===== src/rtl/ucaspian_pkg.sv =====
// ucaspian_pkg: shared run-controller state type, metric address type and decode helper.
package ucaspian_pkg;

    typedef enum logic [1:0] {
        RS_IDLE    = 2'd0,
        RS_ADVANCE = 2'd1,
        RS_SETTLE  = 2'd2
    } run_state_t;

    typedef logic [7:0] metric_addr_t;

    localparam int METRIC_BYTES = 4;

    // Address 0 is reserved; counter m occupies nb consecutive bytes starting at 1+m*nb.
    function automatic logic metric_hit(metric_addr_t a, int m, int nb);
        return (int'(a) >= 1 + m * nb) && (int'(a) < 1 + (m + 1) * nb);
    endfunction

endpackage


===== src/rtl/ucaspian_metric_ctr.sv =====
// ucaspian_metric_ctr: saturating metric counter with clear, read-clear and MSB-first byte select.
module ucaspian_metric_ctr #(
    parameter int W = 32
) (
    input  logic       clk,
    input  logic       reset,
    input  logic       i_clear,
    input  logic       i_inc,
    input  logic       i_rd_clr,
    input  logic       i_hit,
    input  logic [7:0] i_sel,
    output logic [7:0] o_byte
);

    localparam int NB = W / 8;

    logic [W-1:0] r_cnt;

    always_ff @(posedge clk) begin
        if (reset | i_clear | i_rd_clr)
            r_cnt <= '0;
        else if (i_inc & ~&r_cnt)
            r_cnt <= r_cnt + W'(1);
    end

    assign o_byte = i_hit ? 8'(r_cnt >> (8 * (NB - 1 - int'(i_sel)))) : 8'h00;

endmodule


===== src/rtl/ucaspian_run_ctrl.sv =====
// ucaspian_run_ctrl: network time-step controller (target tracking, free-run/single-step)
// plus saturating read-and-clear metric counters.
module ucaspian_run_ctrl
    import ucaspian_pkg::*;
#(
    parameter int TIME_W      = 32,
    parameter int NUM_UNITS   = 5,
    parameter int NUM_METRICS = 3,
    parameter int METRIC_W    = 8 * METRIC_BYTES
) (
    input  logic                   clk,
    input  logic                   reset,
    input  logic                   clear,
    input  logic [NUM_UNITS-1:0]   unit_step_done,
    input  logic                   output_pending,
    input  logic                   input_pending,
    input  logic [7:0]             target_value,
    input  logic                   target_valid,
    output logic                   target_ack,
    input  logic                   single_step,
    input  logic                   step_req,
    output logic                   next_step,
    output logic [TIME_W-1:0]      time_current,
    output logic                   time_remaining,
    output logic                   time_update,
    input  logic                   time_sent,
    output logic                   core_active,
    input  logic [NUM_METRICS-1:0] metric_inc,
    input  logic [7:0]             metric_addr,
    input  logic                   metric_read,
    output logic [7:0]             metric_value,
    output logic                   metric_send
);

    localparam int MB = METRIC_W / 8;
    localparam int NC = NUM_METRICS + 1;

    run_state_t        r_state;
    logic              r_done_q;
    logic [TIME_W-1:0] r_time;
    logic [TIME_W-1:0] r_target;
    logic              r_remaining;
    logic              r_update;
    logic              r_token;
    logic              r_ack;
    logic [1:0]        r_active_q;
    logic [7:0]        r_value;
    logic              r_send;
    logic [NC-1:0]     r_rdclr;

    logic              w_clr;
    logic              w_done_all;
    logic              w_go;
    logic [TIME_W:0]   w_sum;
    logic [NC-1:0]     w_inc;
    logic [NC-1:0]     w_hit;
    logic [NC-1:0]     w_last;
    logic [7:0]        w_sel  [NC];
    logic [7:0]        w_byte [NC];
    logic [7:0]        w_rd;

    assign w_clr      = reset | clear;
    assign w_done_all = &unit_step_done & ~output_pending;
    // Both the live and the registered done must hold, so a unit glitching done for one cycle cannot advance time.
    assign w_go       = (r_state == RS_IDLE) & w_done_all & r_done_q & r_remaining & (~single_step | r_token);
    assign w_sum      = {1'b0, r_target} + (TIME_W + 1)'(target_value);

    always_ff @(posedge clk) begin
        if (w_clr) begin
            r_state     <= RS_IDLE;
            r_done_q    <= 1'b0;
            r_time      <= '0;
            r_target    <= '0;
            r_remaining <= 1'b0;
            r_update    <= 1'b0;
            r_token     <= 1'b0;
            r_ack       <= 1'b0;
            r_active_q  <= '0;
        end else begin
            r_state     <= w_go ? RS_ADVANCE : (r_state == RS_ADVANCE) ? RS_SETTLE : RS_IDLE;
            r_done_q    <= w_done_all;
            r_time      <= r_time + TIME_W'(w_go);
            r_remaining <= r_target > r_time;
            r_update    <= (r_state == RS_ADVANCE) | (r_update & ~time_sent);
            r_token     <= single_step & (r_state != RS_ADVANCE) & (r_token | step_req);
            r_ack       <= target_valid & ~r_ack;
            r_active_q  <= {r_active_q[0], core_active};
            if (target_valid & ~r_ack)
                r_target <= w_sum[TIME_W] ? '1 : w_sum[TIME_W-1:0];
        end
    end

    assign next_step      = (r_state == RS_ADVANCE) & ~w_clr;
    assign time_current   = r_time;
    assign time_remaining = r_remaining;
    assign time_update    = r_update;
    assign target_ack     = r_ack;
    assign core_active    = ~reset & ~clear & (r_remaining | ~r_done_q | input_pending);

    // The active-cycle counter keeps counting for two cycles after activity drops to cover pipeline drain.
    assign w_inc = {core_active | (|r_active_q), metric_inc};

    for (genvar m = 0; m < NC; m++) begin : g_ctr
        assign w_hit[m]  = metric_hit(metric_addr, m, MB);
        assign w_sel[m]  = metric_addr - 8'(1 + m * MB);
        assign w_last[m] = metric_read & w_hit[m] & (w_sel[m] == 8'(MB - 1));
        ucaspian_metric_ctr #(.W(METRIC_W)) u_ctr (
            .clk      (clk),
            .reset    (reset),
            .i_clear  (clear),
            .i_inc    (w_inc[m]),
            .i_rd_clr (r_rdclr[m]),
            .i_hit    (w_hit[m]),
            .i_sel    (w_sel[m]),
            .o_byte   (w_byte[m])
        );
    end

    always_comb begin
        w_rd = 8'h00;
        for (int i = 0; i < NC; i++)
            w_rd = w_rd | w_byte[i];
    end

    always_ff @(posedge clk) begin
        if (reset) begin
            r_value <= 8'h00;
            r_send  <= 1'b0;
            r_rdclr <= '0;
        end else begin
            r_send  <= metric_read;
            r_rdclr <= w_last;
            if (metric_read)
                r_value <= w_rd;
        end
    end

    assign metric_value = r_value;
    assign metric_send  = r_send & metric_read;

endmodule


===== config.mk =====
export PLATFORM = sky130hd
export DESIGN_NAME = ucaspian_run_ctrl
export DESIGN_NICKNAME = d
export VERILOG_FILES = /design/src/rtl/ucaspian_pkg.sv /design/src/rtl/ucaspian_metric_ctr.sv /design/src/rtl/ucaspian_run_ctrl.sv
export SDC_FILE = /design/constraint.sdc
export NUM_CORES = 1
export LEC_CHECK = 0
export CAP_MARGIN = 25
export CORE_MARGIN = 2
export CORE_UTILIZATION = 36
export DETAILED_ROUTE_END_ITERATION = 12
export PLACE_DENSITY = 0.64
export SETUP_SLACK_MARGIN = 0.1
export SYNTH_ARGS = -nofsm -noshare
export SYNTH_HDL_FRONTEND = slang
export SYNTH_SLANG_ARGS = --single-unit

===== constraint.sdc =====
create_clock -name clk -period 4.4 [get_ports clk]
set_input_delay 0.66 -clock clk [delete_from_list [all_inputs] [get_ports clk]]
set_output_delay 0.66 -clock clk [all_outputs]
set_load 0.02 [all_outputs]

==> flow_summary.toml <==
[setup_path]
path_class = "primary input to output port"
crit_fanout = 8
endpoint_kind = "output port"
cp.required_ns = 3.74
start_kind = "primary input"
crit_arrival_ns = 2.48

[place]
dpl.hpwl_um = 22300
dpl_cell_area_um2 = 13200
routabilityCongestion = 0.857
port-buffer-count = 79
post-place-ws_ns = 0.696

[final_layout]
nets = 1533
multi_input_area_um2 = 7260
layout-drive-gt1-share_pct = 8.11
area_delta_synth_final_pct = 18.3
regArea_um2 = 4280
stdcell_area_um2 = 14200
fillers = 3166

[drt]
routed_wirelength_um = 30200
first_iter_violations = 725
drc_errors = 0
viasPerCell = 5.37
vias = 10264
wl_per_cell_um = 15.8
dr.pass1.iters = 5
ant_nets = 0

[power_and_ir_drop]
swShare_pct = 23.3
power_mw = 4.43
p_int_mw = 3.40
p_per_area_nw_per_um2 = 312
power.leakage_nw = 4.76
p_sw_mw = 1.03
p_seq_share_pct = 44.4
p_clk_share_pct = 49.3
ir_drop_mv = 0.270
pwr-share-comb_pct = 6.2

[die]
fp.dieW_um = 186
core-area_um2 = 32600
initial_core_util_pct = 36.7
pin_count = 80
die-area_um2 = 34700
rows = 66
die_y_um = 186

[clock_network]
cts_root_buf = "clkbuf_16"
htreeDepth = 1
path_clk_slew_ns = 0.06
cts_sinks = 214
cts_tree = "yes"
cts_made_buffers = 26
cts_setup_buffers = 0
cts_buffer_depth = 3
hold_buffers = 0
cts-resized-gates = 0
clock_latency_ns = 0.55

[timing]
hold_ws_ns = 0.464
worst_slack_ns = 1.26
relSlewSlack_pct = 40.5
hold_violations = 0
skew_ns = 0.0264
tightest_slew_ns = 0.885
setup_viol = 0
timing.final.crit_period_ns = 3.14
rsz0062_at_grt = "no"
final_max_slew_viol_count = 0
setup_tns_ns = 0
finalCritPeriodShare_pct = 71.4
fmax_mhz = 318

[min_path]
hold_class = "flop to flop"

[synth]
synth.largest_area_cell = "dfxtp_1"
synth_nets = 1463
yosysMostFrequentCell = "dfxtp_1"
syn_area_um2 = 12000
yosysWarnings = 0
synth_seq_cells = 214
synth_edf_count = 0
synthTopCellsByArea = "dfxtp_1 36%, xnor2_1 6.8%, mux4_2 5.8%"
syn_area_per_cell_um2 = 8.70
synth_flop_cell = "dfxtp_1"
synth_top_cell_area_share_pct = 35.8
netlist_instances = 1377
synthTopCellsByCount = "214 x dfxtp_1, 181 x nor2_1, 93 x xnor2_1, 77 x nand3_1, 68 x nand2_1"
yosysSeqAreaShare_pct = 35.8
synth.distinct_cells = 69
synth-async-reset-ratio_pct = 0

[grt]
globalRouteOverflowTotal = 0
grt_pass1_wl_um = 49700
grt_max_degree = 56
grt_pass1_vias = 9651
antenna_found_initial = 2
grtUsageTotal_pct = 17.0

[run]
drv_cap = 0

[status]
status = "completed"
cell type report:
| cell class | instances | share of cell area, % |
|---|---|---|
| antenna | 2 | 0.0353 |
| clock buffer | 36 | 5.35 |
| clock inverter | 12 | 0.945 |
| tap | 442 | 3.90 |
| inverter | 56 | 1.48 |
| timing repair buffer | 95 | 6.81 |
| sequential | 214 | 30.2 |
| multi-input combinational | 1054 | 51.2 |
final timing paths:
kind | slack, ns | end | start | depth (start not counted)
setup / recovery | 1.26 | core_active | clear | 4
hold / removal | 0.46 | r_active_q[1] | r_active_q[0] | 1
setup reg to reg | 1.86 | r_target[18] | r_target[0] | 10
hold reg to reg | 0.46 | r_active_q[1] | r_active_q[0] | 1
power groups by stage:
stage / Clock, mW / Sequential [mW] / Combinational, mW
3_5_place_dp: 0 / 2.01 / 0.273
3_3_place_gp: 0 / 2.01 / 0.262
5_1_grt: 2.32 / 1.97 / 0.302
4_1_cts: 2.24 / 1.97 / 0.274
6_report: 2.18 / 1.97 / 0.276
2_1_floorplan: 0 / 2.01 / 0.164
worst max-delay path, stage by stage:
cell             delay (ns)
clkdlybuf4s50_1        0.57
or2_2                  0.48
nor2_1                 0.15
clkdlybuf4s50_1        0.61
placed cells by master, fill, tap and decap left out, types with 4 or more instances in the layout:
master           instances
a211oi_1                10
clkinv_2                 5
inv_1                   56
and3_1                  35
or3_1                   30
o21ai_0                 39
o211ai_1                 9
nand2b_1                13
mux4_2                  31
and2_1                  15
nand4_1                 60
xor2_1                  65
a21o_1                   4
nor4_1                  16
nand2_1                 68
o221a_2                  7
clkbuf_8                 7
or4_1                    5
a21oi_1                 59
mux2i_1                  5
and4_1                  21
clkbuf_16               26
o21a_1                   5
nand3_1                 77
nor2b_1                 30
xnor2_1                 93
dfxtp_1                214
ha_1                    51
nor2_1                 181
clkdlybuf4s50_1         78
nor3_1                  60
nor3b_1                  8
buf_4                   11
or2_2                    4
stage by stage:
stage,util [%],instances
6_report,43.4,1911
5_1_grt,43.4,1909
4_1_cts,43.3,1908
3_5_place_dp,40.6,1860
3_3_place_gp,40.4,1856
2_1_floorplan,-,1377
sequential cells by signal (all words and copies together), names as in the netlist:
register,flops
r_token,1
r_send,1
r_done_q,1
target_ack,1
metric_value,8
time_remaining,1
r_state,2
time_update,1
r_rdclr,4
g_ctr.u_ctr.r_cnt,128
time_current,32
r_active_q,2
r_target,32
routing by layer:
layer / share of wire, % / vias up / global-route usage (%) / wire (µm)
li1: - / 5077 / - / -
met1: 46 / 4903 / 22.6 / 13900
met2: 45 / 231 / 27.6 / 13700
met3: 5.9 / 53 / 3.42 / 1770
met4: 3.1 / 0 / 5.48 / 925
met5: 0 / - / 0 / 0
logic make-up after synthesis:
logic type / after synthesis / share of synthesized area, %
adders and majority gates: 52 / 5.49
buffers and inverters: 109 / 3.60
xor gates and xnor gates: 158 / 11.6
DFF: 214 / 35.8
muxes: 37 / 6.47
AOI/OAI and AO/OA: 163 / 8.94
and+or+nand+nor: 644 / 28.2
(Power assumes the default switching activity.)
==> variant 1: new RTL, same flow settings <==
Encoding of `run_state_t`: now one-hot (3 bits for 3 states).
--- a/src/rtl/ucaspian_pkg.sv
+++ b/src/rtl/ucaspian_pkg.sv
@@ -3,6 +3,6 @@
 
-    typedef enum logic [1:0] {
-        RS_IDLE    = 2'd0,
-        RS_ADVANCE = 2'd1,
-        RS_SETTLE  = 2'd2
+    typedef enum logic [2:0] {
+        RS_IDLE    = 3'b001,
+        RS_ADVANCE = 3'b010,
+        RS_SETTLE  = 3'b100
     } run_state_t;
Behaviour: same outputs for any inputs over 4 cycles, from zero or initial values and one cycle with reset high; so few cycles prove little.
==> variant 1 against the original RTL <==
  * Area after synthesis up 0.83%
  * Sequential power is essentially flat
  * Setup slack got worse by 350 ps
  * Final area up 0.44%
  * Register-to-register slack got worse by 550 ps
  * Power decreased by 3.2%
  * Sequential share of layout area is essentially flat
  * Sequential cell count increased by 1
  * Clock power fell by 7%
  * Maximum frequency shrank 10%
  * Wire length up 5.4%
==> variant 1: results (changes against the original RTL) <==
[outcome]
status=finished clean

[critical_path]
r2r_slack_ps=1310  ; -550 ps
critPathArrivalTime_ps=3880  ; +1400 ps
worstRegToRegCells=12  ; +2
crit_end=metric_value[4]$_SDFFE_PP0P_
cp_max_fo=9  ; +1
crit_path_start=metric_addr[1]
r2r-end=time_current[30]$_SDFF_PN0_
r2r-start=r_token$_SDFF_PN0_
crit_family=compound AO/OA/AOI/OAI gates
cp_slowest_cell=clkdlybuf4s50_1
cp_slowest_stage_delay_ps=620

[pwr]
pg_comb_uw=296  ; +7.2%
p_clk_uw=2020  ; -7%
ir_drop_v=0.000270  ; +0.10%
p_sw_frac=0.231  ; -0.00187
leakagePower_uw=0.00475  ; -0.29%

[run]
cap_violations=0  ; unchanged

[yosys]
syn-num-nets=1494  ; +2.1%
ys_seq_area_frac=0.356  ; -0.00127
synth_common_cells=215 x dfxtp_1, 191 x nor2_1, 92 x xnor2_1, 83 x nand2_1, 78 x nand3_1
yosysUniqueCellTypes=63  ; -8.7%
synthTopCellsByArea=dfxtp_1 36%, xnor2_1 6.7%, mux4_2 6.0%

[grt]
grt_first_pass_wirelength_microns=52500  ; +5.6%
grt_pass1_vias=10152  ; +5.2%
grtUsageMet1=0.243  ; +0.0169
global_route.usage.met3=0.0278  ; -0.00646
grt_start_max_net_pins=58  ; +3.6%
grt_usage=0.179  ; +0.00973
grt_use_met2=0.296  ; +0.0206
antenna_found_initial=2  ; unchanged

[clock_tree]
insertion_delay_ps=520  ; -30 ps
cts_buffers=24  ; -7.7%
root_buffer=clkbuf_16
clk_path_buf_depth=3  ; unchanged
cts_resized=0  ; unchanged

[route]
drt-met1-wl_microns=14700  ; +5.8%
met3_length_microns=1550  ; -12%
drt-total-wl_microns=31900  ; +5.4%
dr_wl_met2_microns=14700  ; +7.9%
via_per_inst=5.46  ; +1.6%
initialDrtViolationCount=792  ; +9.2%
highest_layer=met5

[min_path]
min_path_type=reg2reg
hold_depth=2  ; +1
min_to=time_update$_SDFF_PN0_
hp-start=time_update$_SDFF_PN0_

[timing]
holdWs_ps=476  ; +12.0 ps
tightestPinTransition_ps=1020  ; +131 ps
clock_skew_ps=8.23  ; -18.2 ps

[placement]
dp_hpwl_microns=23500  ; +5.4%
gp_routability_congestion=0.872  ; +1.8%

[layout]
drive_gt1_frac=0.0790  ; -0.00214
nets=1565  ; +2.1%

## variant 1: cells by family (layout without fill, tap and decap cells)
family	Yosys count	count (layout)	synth area share
and+or+nand+nor	638	638	0.273
adders and majority gates	53	53	0.0555
AOI/OAI and AO/OA	192	192	0.104
DFF	215	215	0.356
buffers and inverters	121	208	0.0380
xor gates and xnor gates	152	152	0.110
other	0	1	0
muxes	36	36	0.0630
## variant 1: metrics by stage
stage               std cells   util  setup slack, ps  power [uW]  area, sq um
finish                   1943  0.428              908        4290        14200
global route             1943  0.428              624        4440        14200
CTS                      1939  0.426              963        4330        14200
detailed placement       1897  0.402              452        2310        13400
global placement         1894  0.401              563        2290        13300
floorplan                1407      -              284        2200        12100
## variant 1: area by class of cell
class	instances	area [sq um]
antenna	1	2.50
clock buffer	36	737
clock inverter	6	55.1
fill	3346	19000
inverter	64	240
multi-input combinational	1071	7310
sequential	215	4300
tap	448	561
timing repair buffer	102	1020
==> variant 2: new RTL, config.mk and constraints unchanged <==
Without the edit above. The parameter `TIME_W` goes from 32 to 48.
--- a/src/rtl/ucaspian_run_ctrl.sv
+++ b/src/rtl/ucaspian_run_ctrl.sv
@@ -5,3 +5,3 @@
 #(
-    parameter int TIME_W      = 32,
+    parameter int TIME_W      = 48,
     parameter int NUM_UNITS   = 5,
Interface: changed (resized time_current); port bits go from 80 to 96. No check against the original RTL was run, so the function may have changed too.
==> variant 2 against the original RTL <==
  * Setup slack lost 260 ps
  * Core utilization decreased by 0.37 points
  * Largest cell class unchanged
  * Sequential cell count increased by 32
  * Area after synthesis increased by 17%
  * Sequential share of layout area down 0.65 points
  * Final area increased by 17%
  * Power rose by 12%
  * Wire length is 24% higher
  * Clock skew decreased by 17 ps
==> variant 2: results (changes against the original RTL) <==
[critical_path]
cp_slowest_cell=clkdlybuf4s50_1
cp_max_fo=12  ; +4
critPathArrivalTime_ps=3870  ; +1390 ps
r2r_slack_ps=1370  ; -490 ps
cp_slowest_stage_delay_ps=530  ; -80 ps
crit_family=simple AND/OR/NAND/NOR gates

[placement]
dp.cells=2227  ; +20%
gp_routability_congestion=0.857  ; about the same
post-place-ws_ps=597  ; -99.7 ps
portBuffers=95  ; +20%
dp_hpwl_microns=27300  ; +22%

[timing]
max_slew_margin=0.271  ; -0.134
clock_skew_ps=9.79  ; -16.6 ps
holdWs_ps=455  ; -9.08 ps
min_period_ps=3400  ; +263 ps

[grt]
grt_usage=0.183  ; +0.0137
grt_first_pass_wirelength_microns=62400  ; +26%
antenna_found_initial=0  ; -2
grt_pass1_vias=11912  ; +23%
grt_start_max_net_pins=40  ; -29%

[yosys]
synth_common_cells=246 x dfxtp_1, 203 x nor2_1, 136 x xnor2_1, 107 x nand3_1, 96 x nand2_1
yosysWarnings=0  ; unchanged
syn-num-nets=1759  ; +20%
ys_async_sr_fraction=0  ; unchanged
syn_inst=1657  ; +20%
synthTopCellsByArea=dfxtp_1 35%, xnor2_1 8.5%, ha_1 6.0%
ys_seq_area_frac=0.350  ; -0.00768
yosysUniqueCellTypes=68  ; -1.4%

[clock_tree]
cts_buffers=29  ; +12%
root_buffer=clkbuf_16
post_cts_buffers=0  ; unchanged
insertion_delay_ps=570  ; +20 ps

[layout]
fin_cells=2282  ; +19%
drive_gt1_frac=0.0697  ; -0.0114
fillCellCount=3786  ; +20%
antenna_cells=0  ; -2

[pwr]
seqPwrFrac=0.453  ; +0.009
ir_drop_v=0.000259  ; -4.0%
clkPwrFrac=0.486  ; -0.007
p_sw_frac=0.236  ; +0.00388
leakagePower_uw=0.00546  ; +15%

[route]
wire_per_inst_microns=16.5  ; +4.1%
dr.pass1.iters=6  ; +1
via_per_inst=5.46  ; +1.6%
initialDrtViolationCount=889  ; +23%

[outcome]
status=finished clean

-- variant 2: worst paths after layout --
path,from,end,cells past startpoint
max reg2reg,r_target[11]$_SDFFE_PN0P_,r_target[25]$_SDFFE_PN0P_,6
min reg2reg,r_active_q[0]$_SDFF_PN0_,r_active_q[1]$_SDFF_PN0_,1
max,metric_addr[1],metric_value[6]$_SDFFE_PP0P_,11
min,r_active_q[0]$_SDFF_PN0_,r_active_q[1]$_SDFF_PN0_,1
-- variant 2: cell families (layout without fill, tap and decap cells) --
kind of cell / after synthesis / in the layout / synth area share
and+or+nand+nor: 742 / 742 / 0.274
buffers and inverters: 151 / 258 / 0.0413
muxes: 36 / 36 / 0.0543
AOI/OAI and AO/OA: 222 / 222 / 0.0999
xor gates and xnor gates: 192 / 192 / 0.120
DFF: 246 / 246 / 0.350
adders and majority gates: 68 / 68 / 0.0610
-- variant 2: layer usage --
metal | global-route usage | wire [microns] | vias to the layer above | share of wire
li1 | - | - | 6146 | -
met1 | 0.246 | 17000 | 5893 | 0.45
met2 | 0.301 | 17300 | 342 | 0.46
met3 | 0.0292 | 2190 | 70 | 0.058
met4 | 0.0593 | 1110 | 0 | 0.029
met5 | 0 | 0 | - | 0
-- variant 2: cell type report --
| cell class | count | share of cell area |
|---|---|---|
| multi-input cells | 1260 | 0.517 |
| flip-flops and latches | 246 | 0.296 |
| clock buffers | 42 | 0.0501 |
| well taps | 518 | 0.0389 |
| clock inverters | 10 | 0.00661 |
| inverters | 83 | 0.0187 |
| repair buffers | 123 | 0.0730 |
-- variant 2: through the flow --
step	total power, uW	area, sq um	util
after CTS	5020	16600	0.429
after global routing	5160	16600	0.431
after detailed placement	2590	15600	0.404
after global placement	2590	15600	0.404
final	4970	16600	0.431
after floorplan	2480	14100	-
